[src/rtl/vga_timing_gen_pkg.sv]
// Shared raster timing defaults, coordinate width and small helpers for the VGA
// timing generator and the screen stage that decodes colour from sx/sy.
package vga_timing_gen_pkg;

  localparam int COORD_W   = 10;
  localparam int MAX_TOTAL = 1 << COORD_W;

  localparam int DEF_CLK_DIV  = 4;
  localparam int DEF_H_ACTIVE = 640;
  localparam int DEF_H_FP     = 16;
  localparam int DEF_H_SYNC   = 96;
  localparam int DEF_H_BP     = 48;
  localparam int DEF_V_ACTIVE = 480;
  localparam int DEF_V_FP     = 10;
  localparam int DEF_V_SYNC   = 2;
  localparam int DEF_V_BP     = 33;
  localparam bit DEF_SYNC_ACTIVE = 1'b0;

  function automatic int div_width(input int d);
    return (d > 1) ? $clog2(d) : 1;
  endfunction

  // Half-open window test lo <= v < hi on a coordinate.
  function automatic logic in_window(input logic [COORD_W-1:0] v, input int lo, input int hi);
    int vi;
    vi = int'(v);
    return (vi >= lo) && (vi < hi);
  endfunction

  function automatic logic sync_level(input logic asserted, input logic active);
    return asserted ? active : ~active;
  endfunction

endpackage

[src/rtl/vga_timing_gen_pixel_tick.sv]
// Clock-enable divider: pix_en pulses for one clk every CLK_DIV clks.
module pixel_tick
  import vga_timing_gen_pkg::*;
#(
  parameter int CLK_DIV = DEF_CLK_DIV
) (
  input  logic clk,
  input  logic rst,
  output logic pix_en
);

  generate
    if (CLK_DIV <= 1) begin : g_bypass
      logic unused_inputs;
      assign unused_inputs = clk ^ rst;
      assign pix_en = 1'b1;
    end else begin : g_div
      localparam int DIV_W = div_width(CLK_DIV);
      localparam logic [DIV_W-1:0] DIV_LAST = DIV_W'(CLK_DIV - 1);

      logic [DIV_W-1:0] div_reg;

      always_ff @(posedge clk) begin
        if (rst) begin
          div_reg <= '0;
        end else if (div_reg == DIV_LAST) begin
          div_reg <= '0;
        end else begin
          div_reg <= div_reg + 1'b1;
        end
      end

      assign pix_en = (div_reg == DIV_LAST);
    end
  endgenerate

endmodule

[src/rtl/vga_timing_gen.sv]
// Free-running VGA raster generator: pixel coordinates plus registered sync/de
// and line/frame start pulses, all coherent with sx/sy in the same clk.
module vga_timing_gen
  import vga_timing_gen_pkg::*;
#(
  parameter int CLK_DIV     = DEF_CLK_DIV,
  parameter int H_ACTIVE    = DEF_H_ACTIVE,
  parameter int H_FP        = DEF_H_FP,
  parameter int H_SYNC      = DEF_H_SYNC,
  parameter int H_BP        = DEF_H_BP,
  parameter int V_ACTIVE    = DEF_V_ACTIVE,
  parameter int V_FP        = DEF_V_FP,
  parameter int V_SYNC      = DEF_V_SYNC,
  parameter int V_BP        = DEF_V_BP,
  parameter bit SYNC_ACTIVE = DEF_SYNC_ACTIVE
) (
  input  logic               clk,
  input  logic               rst,
  output logic               pix_en,
  output logic [COORD_W-1:0] sx,
  output logic [COORD_W-1:0] sy,
  output logic               hsync,
  output logic               vsync,
  output logic               de,
  output logic               line_start,
  output logic               frame_start
);

  localparam int H_TOTAL  = H_ACTIVE + H_FP + H_SYNC + H_BP;
  localparam int V_TOTAL  = V_ACTIVE + V_FP + V_SYNC + V_BP;
  localparam int HS_START = H_ACTIVE + H_FP;
  localparam int HS_END   = HS_START + H_SYNC;
  localparam int VS_START = V_ACTIVE + V_FP;
  localparam int VS_END   = VS_START + V_SYNC;
  localparam logic [COORD_W-1:0] H_LAST = COORD_W'(H_TOTAL - 1);
  localparam logic [COORD_W-1:0] V_LAST = COORD_W'(V_TOTAL - 1);

  generate
    if (H_TOTAL > MAX_TOTAL || V_TOTAL > MAX_TOTAL) begin : g_bad_total
      $error("vga_timing_gen: H_TOTAL/V_TOTAL exceed coordinate range");
    end
  endgenerate

  pixel_tick #(.CLK_DIV(CLK_DIV)) u_tick (
    .clk    (clk),
    .rst    (rst),
    .pix_en (pix_en)
  );

  logic [COORD_W-1:0] sx_reg, sx_next;
  logic [COORD_W-1:0] sy_reg, sy_next;
  logic hsync_reg, vsync_reg, de_reg, line_start_reg, frame_start_reg;
  logic line_wrap, frame_wrap;

  always_comb begin
    sx_next    = sx_reg;
    sy_next    = sy_reg;
    line_wrap  = pix_en && (sx_reg == H_LAST);
    frame_wrap = line_wrap && (sy_reg == V_LAST);
    if (pix_en) begin
      if (sx_reg == H_LAST) begin
        sx_next = '0;
        sy_next = (sy_reg == V_LAST) ? '0 : sy_reg + 1'b1;
      end else begin
        sx_next = sx_reg + 1'b1;
      end
    end
  end

  // Sync/de are decoded from the next position so they land with sx/sy.
  always_ff @(posedge clk) begin
    if (rst) begin
      sx_reg          <= H_LAST;
      sy_reg          <= V_LAST;
      hsync_reg       <= ~SYNC_ACTIVE;
      vsync_reg       <= ~SYNC_ACTIVE;
      de_reg          <= 1'b0;
      line_start_reg  <= 1'b0;
      frame_start_reg <= 1'b0;
    end else begin
      sx_reg          <= sx_next;
      sy_reg          <= sy_next;
      hsync_reg       <= sync_level(in_window(sx_next, HS_START, HS_END), SYNC_ACTIVE);
      vsync_reg       <= sync_level(in_window(sy_next, VS_START, VS_END), SYNC_ACTIVE);
      de_reg          <= in_window(sx_next, 0, H_ACTIVE) && in_window(sy_next, 0, V_ACTIVE);
      line_start_reg  <= line_wrap;
      frame_start_reg <= frame_wrap;
    end
  end

  assign sx          = sx_reg;
  assign sy          = sy_reg;
  assign hsync       = hsync_reg;
  assign vsync       = vsync_reg;
  assign de          = de_reg;
  assign line_start  = line_start_reg;
  assign frame_start = frame_start_reg;

endmodule

[config.mk]
export PLATFORM = sky130hd
export DESIGN_NAME = vga_timing_gen
export DESIGN_NICKNAME = d
export VERILOG_FILES = /design/src/rtl/vga_timing_gen_pkg.sv /design/src/rtl/vga_timing_gen_pixel_tick.sv /design/src/rtl/vga_timing_gen.sv
export SDC_FILE = /design/constraint.sdc
export NUM_CORES = 1
export LEC_CHECK = 0
export CAP_MARGIN = 10
export CORE_ASPECT_RATIO = 1.25
export CORE_UTILIZATION = 50
export CTS_CLUSTER_SIZE = 12
export DETAILED_ROUTE_END_ITERATION = 16
export PLACE_DENSITY = 0.78
export SLEW_MARGIN = 20
export SYNTH_ARGS = -nofsm -noshare
export SYNTH_HDL_FRONTEND = slang
export SYNTH_HIERARCHICAL = 1
export SYNTH_SLANG_ARGS = --single-unit
[constraint.sdc]
create_clock -name clk -period 5.3 [get_ports clk]
set_clock_uncertainty 0.15 [all_clocks]
set_input_delay 1.06 -clock clk [delete_from_list [all_inputs] [get_ports clk]]
set_output_delay 1.06 -clock clk [all_outputs]
set_load 0.01 [all_outputs]
==> results of run 1 <==
worst reg2reg max path, cell delays in order (launching register included):
cell      delay [ns]
dfxtp_1         0.39
ha_1            0.43
nor4b_2         0.38
and3_1          0.58
nand2_1         0.21
o41ai_1         0.56
a221oi_2        0.14
layout by cell type, fill, tap and decap left out, drive strengths merged, types with 5 or more instances in the layout:
cell type	instances
clkdlybuf4s50	27
dfxtp	27
inv	9
nand2	9
nand3	12
nand4	6
nor2	11
nor3	9
o21ai	6
xnor2	5
final cells by class:
class	instances	area [sq um]	area share [%]
Multi-Input combinational cell	116	790.8	46.37
Sequential cell	27	540.5	31.69
Timing Repair Buffer	27	270.3	15.85
Tap cell	34	42.54	2.494
Inverter	9	33.78	1.981
Clock buffer	3	22.52	1.321
Clock inverter	1	5.005	0.2935
power by group through the flow:
stage               Clock (mW)  Combinational, mW  Sequential (mW)
finish                  0.0879             0.0787            0.225
global route            0.0970             0.0862            0.227
CTS                     0.0900             0.0784            0.225
detailed placement           0             0.0779            0.230
global placement             0             0.0765            0.229
floorplan                    0             0.0531            0.229
cells by family after synthesis:
logic type / share of synthesized area (%)
buf+inv: 6.255
compound gates: 17.80
flops: 38.06
simple gates: 27.40
mux: 1.410
xor+xnor: 5.550
fa+ha+maj: 3.524
through the flow:
stage	hold WS, ns	util [%]	std cells	setup WS (ns)	total power [mW]
after detailed placement	0.2817	62.61	213	2.185	0.3076
final	0.3033	63.63	217	2.321	0.3920
after global placement	0.2647	62.61	213	2.274	0.3053
after global routing	0.3206	63.63	217	2.019	0.4103
after floorplan	0.2561	-	163	2.876	0.2817
after CTS	0.3012	63.63	217	2.320	0.3936
worst min path at each step:
stage	start	end	slack, ns	depth (start not counted)
2_1_floorplan	u_tick/g_div.div_reg[0]	u_tick/g_div.div_reg[0]	0.26	1
3_3_place_gp	u_tick/g_div.div_reg[0]	u_tick/g_div.div_reg[0]	0.26	1
3_5_place_dp	u_tick/g_div.div_reg[0]	u_tick/g_div.div_reg[0]	0.28	1
4_1_cts	u_tick/g_div.div_reg[0]	u_tick/g_div.div_reg[0]	0.30	1
5_1_grt	u_tick/g_div.div_reg[0]	u_tick/g_div.div_reg[0]	0.32	1
6_report	u_tick/g_div.div_reg[0]	u_tick/g_div.div_reg[0]	0.30	1
routing by layer:
metal | up-vias | global-route usage (%)
li1 | 640 | -
met1 | 616 | 24.59
met2 | 45 | 41.51
met3 | 12 | 3.457
met4 | 0 | 11.43
met5 | - | 0
==> qor.yml, run 1 <==
synth_edf_count: 0
cts_tree: "done"
routedLengthMet1_um: 1320
netlist_top_cells_area: "dfxtp_1, nand3_1, ha_1"
synth-seq-cells: 27
numCtsBuffers: 3
dieArea_sq_um: 3059
rows: 21
status: "completed"
seq_area_frac_synth_pct: 38.06
cp-start-kind: "flop"
synth_common_cells: "dfxtp_1, nand3_1, nor2_1, inv_1, nand2_1"
cp_cell_sequence: "ha_1 > clkdlybuf4s50_1"
wl_met3_um: 120
synthesis.area_sq_um: 1420
fin_crit_sh_pct: 56.21
relSlewSlack_pct: 58.52
critPathKind: "flop to output port"
max_freq_mhz: 335.7
core_sq_um: 2680
clk_latency_ns: 0.32
max-vdd-ir-drop_uv: 176.4
seq_power_share_pct: 57.5
viasPerCell: 6.051
setup_viol: 0
combinationalPowerShare_pct: 20.1
max_slew.worst_pin.slew_ns: 0.6203
portBuffers: 27
power.leakage_nw: 0.6401
cts-resized-gates: 0
grt_usage_pct: 22.22
diodes: 0
cts-hold-fix-buffers: 0
cts_max_path_buffers: 2
grt_max_degree: 18
post-cts-setup-buffer-count: 0
grt_pass1_vias: 1136
dp_hpwl_um: 2427
synth_top_area_share_pct: 38.06
yosysMostFrequentCell: "dfxtp_1"
synthDistinctLibCells: 50
fin_nets: 190
ff2ff_setup_slack_ns: 2.34
maxCapViolCount: 0
rr_endpoint: "de"
clockRootBuffer: "clkbuf_4"
worstPathRequired_ns: 4.09
top_layer_used: "met4"
io_pins: 28
drive_gt1_share_pct: 6.557
h-tree-depth: 1
drt_wl_total_um: 3229
drc_errors: 0
routed-wl-met2_um: 1699
cp_max_fo: 11
globalplace.congestion: 0.8686
die_x_um: 49.67
cp.depth: 2
syn-num-nets: 169
final_area_sq_um: 1705
rsz0062_at_grt: "no"
overflow: 0
critPathMaxStageDelay_ns: 0.63
reg2regPathDepth: 6
intPower_mw: 0.2764
switchingPower_mw: 0.1156
drtIter0Drc: 47
place_area_sq_um: 1678
timing.rr.start: "u_tick/g_div.div_reg[0]"
syn-mean-instance-area_sq_um: 8.712
endpoint: "pix_en"
worstHoldPathType: "flop to flop"
syn_inst: 163
clock_sinks: 27
drv_slew: 0
antenna_found_initial: 0
synth_area_leader_cell: "dfxtp_1"
power_frac_clock_pct: 22.4
async_reset_ff_share_pct: 0
syn_to_final_growth_pct: 20.09
ant_nets: 0
yosysWarnings: 6
cp_top_family: "buffers and inverters"
fillers: 229
power.density_nw_per_um2: 229.9
grt_pass1_wl_um: 5133
synth-main-ff-cell: "dfxtp_1"
die_h_um: 61.59
cp.arrival_ns: 1.77
endpoint_kind: "output port"
crit_slowest_cell: "clkdlybuf4s50_1"
startpoint: "u_tick/g_div.div_reg[0]"
fin_setup_tns_ns: 0
period_needed_ns: 2.979
path_buf_inv: 1
drt_first_pass_iters: 4
start_util_pct: 52.99
wl_per_cell_um: 14.88
vias: 1313
path_clk_slew_ns: 0.15
switching_share_pct: 29.49
hold_viol_final: 0
Note: power is estimated with default switching activity, not from simulation.
==> run 2: changes to the inputs <==
Settings changed: CORE_UTILIZATION 50 to 46, PLACE_DENSITY 0.78 to 0.75.
Clock period 5.3 ns to 2.68 ns, I/O delays scaled along.
==> qor.yml, run 2 (synthesized netlist as in run 1, its figures left out) <==
drtIter0Drc: 32
drc_errors: 0
fillers: 281
drt_wl_total_um: 3288
ff2ff_setup_slack_ns: 0.23
power.density_nw_per_um2: 451.5
period_needed_ns: 2.454
io_pins: 28
placedCellCount: 220
drt_first_pass_iters: 4
post-cts-setup-buffer-count: 0
cts-hold-fix-buffers: 0
ant_nets: 0
overflow: 0
cp.arrival_ns: 2.49
grt_usage_pct: 21.14
fin_setup_tns_ns: 0
finalNonFillerCells: 224
worstHoldPathType: "flop to flop"
clock_sinks: 27
max_freq_mhz: 407.4
path_clk_slew_ns: 0.15
drv_slew: 0
start_util_pct: 48.22
clk_latency_ns: 0.32
diodes: 0
grt_pass1_vias: 1214
drive_gt1_share_pct: 8.511
hold_end: "u_tick/g_div.div_reg[0]"
power.leakage_nw: 0.6621
syn_to_final_growth_pct: 22.82
grt_pass1_wl_um: 5319
reg2regPathDepth: 7
fin_crit_sh_pct: 91.58
maxCapViolCount: 0
cp_max_fo: 9
max-vdd-ir-drop_uv: 298.9
endpoint_kind: "flop"
rows: 22
dieArea_sq_um: 3315
globalplace.congestion: 1.015
rr_endpoint: "vsync"
min_path_cells: 1
cp-start-kind: "flop"
antenna_found_initial: 0
die_x_um: 51.70
h-tree-depth: 1
critPathKind: "flop to flop"
cts-resized-gates: 0
hold_viol_final: 0
max_slew.worst_pin.slew_ns: 0.5405
die_h_um: 64.12
relSlewSlack_pct: 63.50
fin_nets: 195
rsz0062_at_grt: "no"
cts_tree: "done"
timing.rr.start: "sy[0]"
core_sq_um: 2945
min_from: "u_tick/g_div.div_reg[0]"
setup_viol: 0
final_cell_mix: "dfxtp_1, clkdlybuf4s50_1, nand3_1, nor2_1"
viasPerCell: 5.732
numCtsBuffers: 3
vias: 1284
dp_hpwl_um: 2466
worstPathRequired_ns: 2.71
cts_max_path_buffers: 2
status: "completed"
portBuffers: 27
grt_max_degree: 15
wl_per_cell_um: 14.68
clockRootBuffer: "clkbuf_4"
[run 2: area by class of cell]
class | instances | area [sq um] | area share [%]
repair buffers | 32 | 307.8 | 17.65
clock buffers | 4 | 26.28 | 1.506
flip-flops and latches | 27 | 540.5 | 30.99
multi-input cells | 116 | 790.8 | 45.34
inverters | 9 | 33.78 | 1.937
well taps | 36 | 45.04 | 2.583
[run 2: critical path, stage by stage, from the launching register on]
cell,delay [ns]
dfxtp_1,0.42
inv_1,0.09
ha_1,0.13
or3b_2,0.49
or3_1,0.44
o211a_1,0.15
a2111oi_1,0.31
nand4_1,0.13
[run 2: where the power goes]
group | internal [mW] | switching (mW)
combinational | 0.0784 | 0.0891
sequential | 0.421 | 0.0244
clock | 0.0582 | 0.117
[run 2: worst max path at each step]
stage | startpoint | to | slack [ns] | cells past startpoint
after floorplan | u_tick/g_div.div_reg[0] | vsync | 0.26 | 9
after global placement | sy[0] | vsync | 0.36 | 7
after detailed placement | sy[0] | vsync | 0.28 | 7
after CTS | sy[0] | vsync | 0.25 | 7
after global routing | sy[0] | vsync | 0.12 | 7
final | sy[0] | vsync | 0.23 | 7
[run 2: layer usage]
metal | GRT usage (%) | part of all wire (%)
met5 | 0 | 0
met4 | 10.14 | 1.4
met3 | 3.095 | 4.1
met2 | 36.85 | 51
met1 | 24.52 | 44
[run 2: stage by stage]
step | worst slack, ns | power (mW) | cell area [sq um] | util [%] | hold slack (ns)
finish | 0.2256 | 0.7875 | 1744 | 59.22 | 0.2913
global route | 0.1180 | 0.8278 | 1744 | 59.22 | 0.3150
CTS | 0.2457 | 0.7976 | 1744 | 59.22 | 0.2922
detailed placement | 0.2774 | 0.6191 | 1718 | 58.33 | 0.2690
global placement | 0.3569 | 0.6141 | 1718 | 58.33 | 0.2654
floorplan | 0.2559 | 0.5571 | 1420 | - | 0.2561
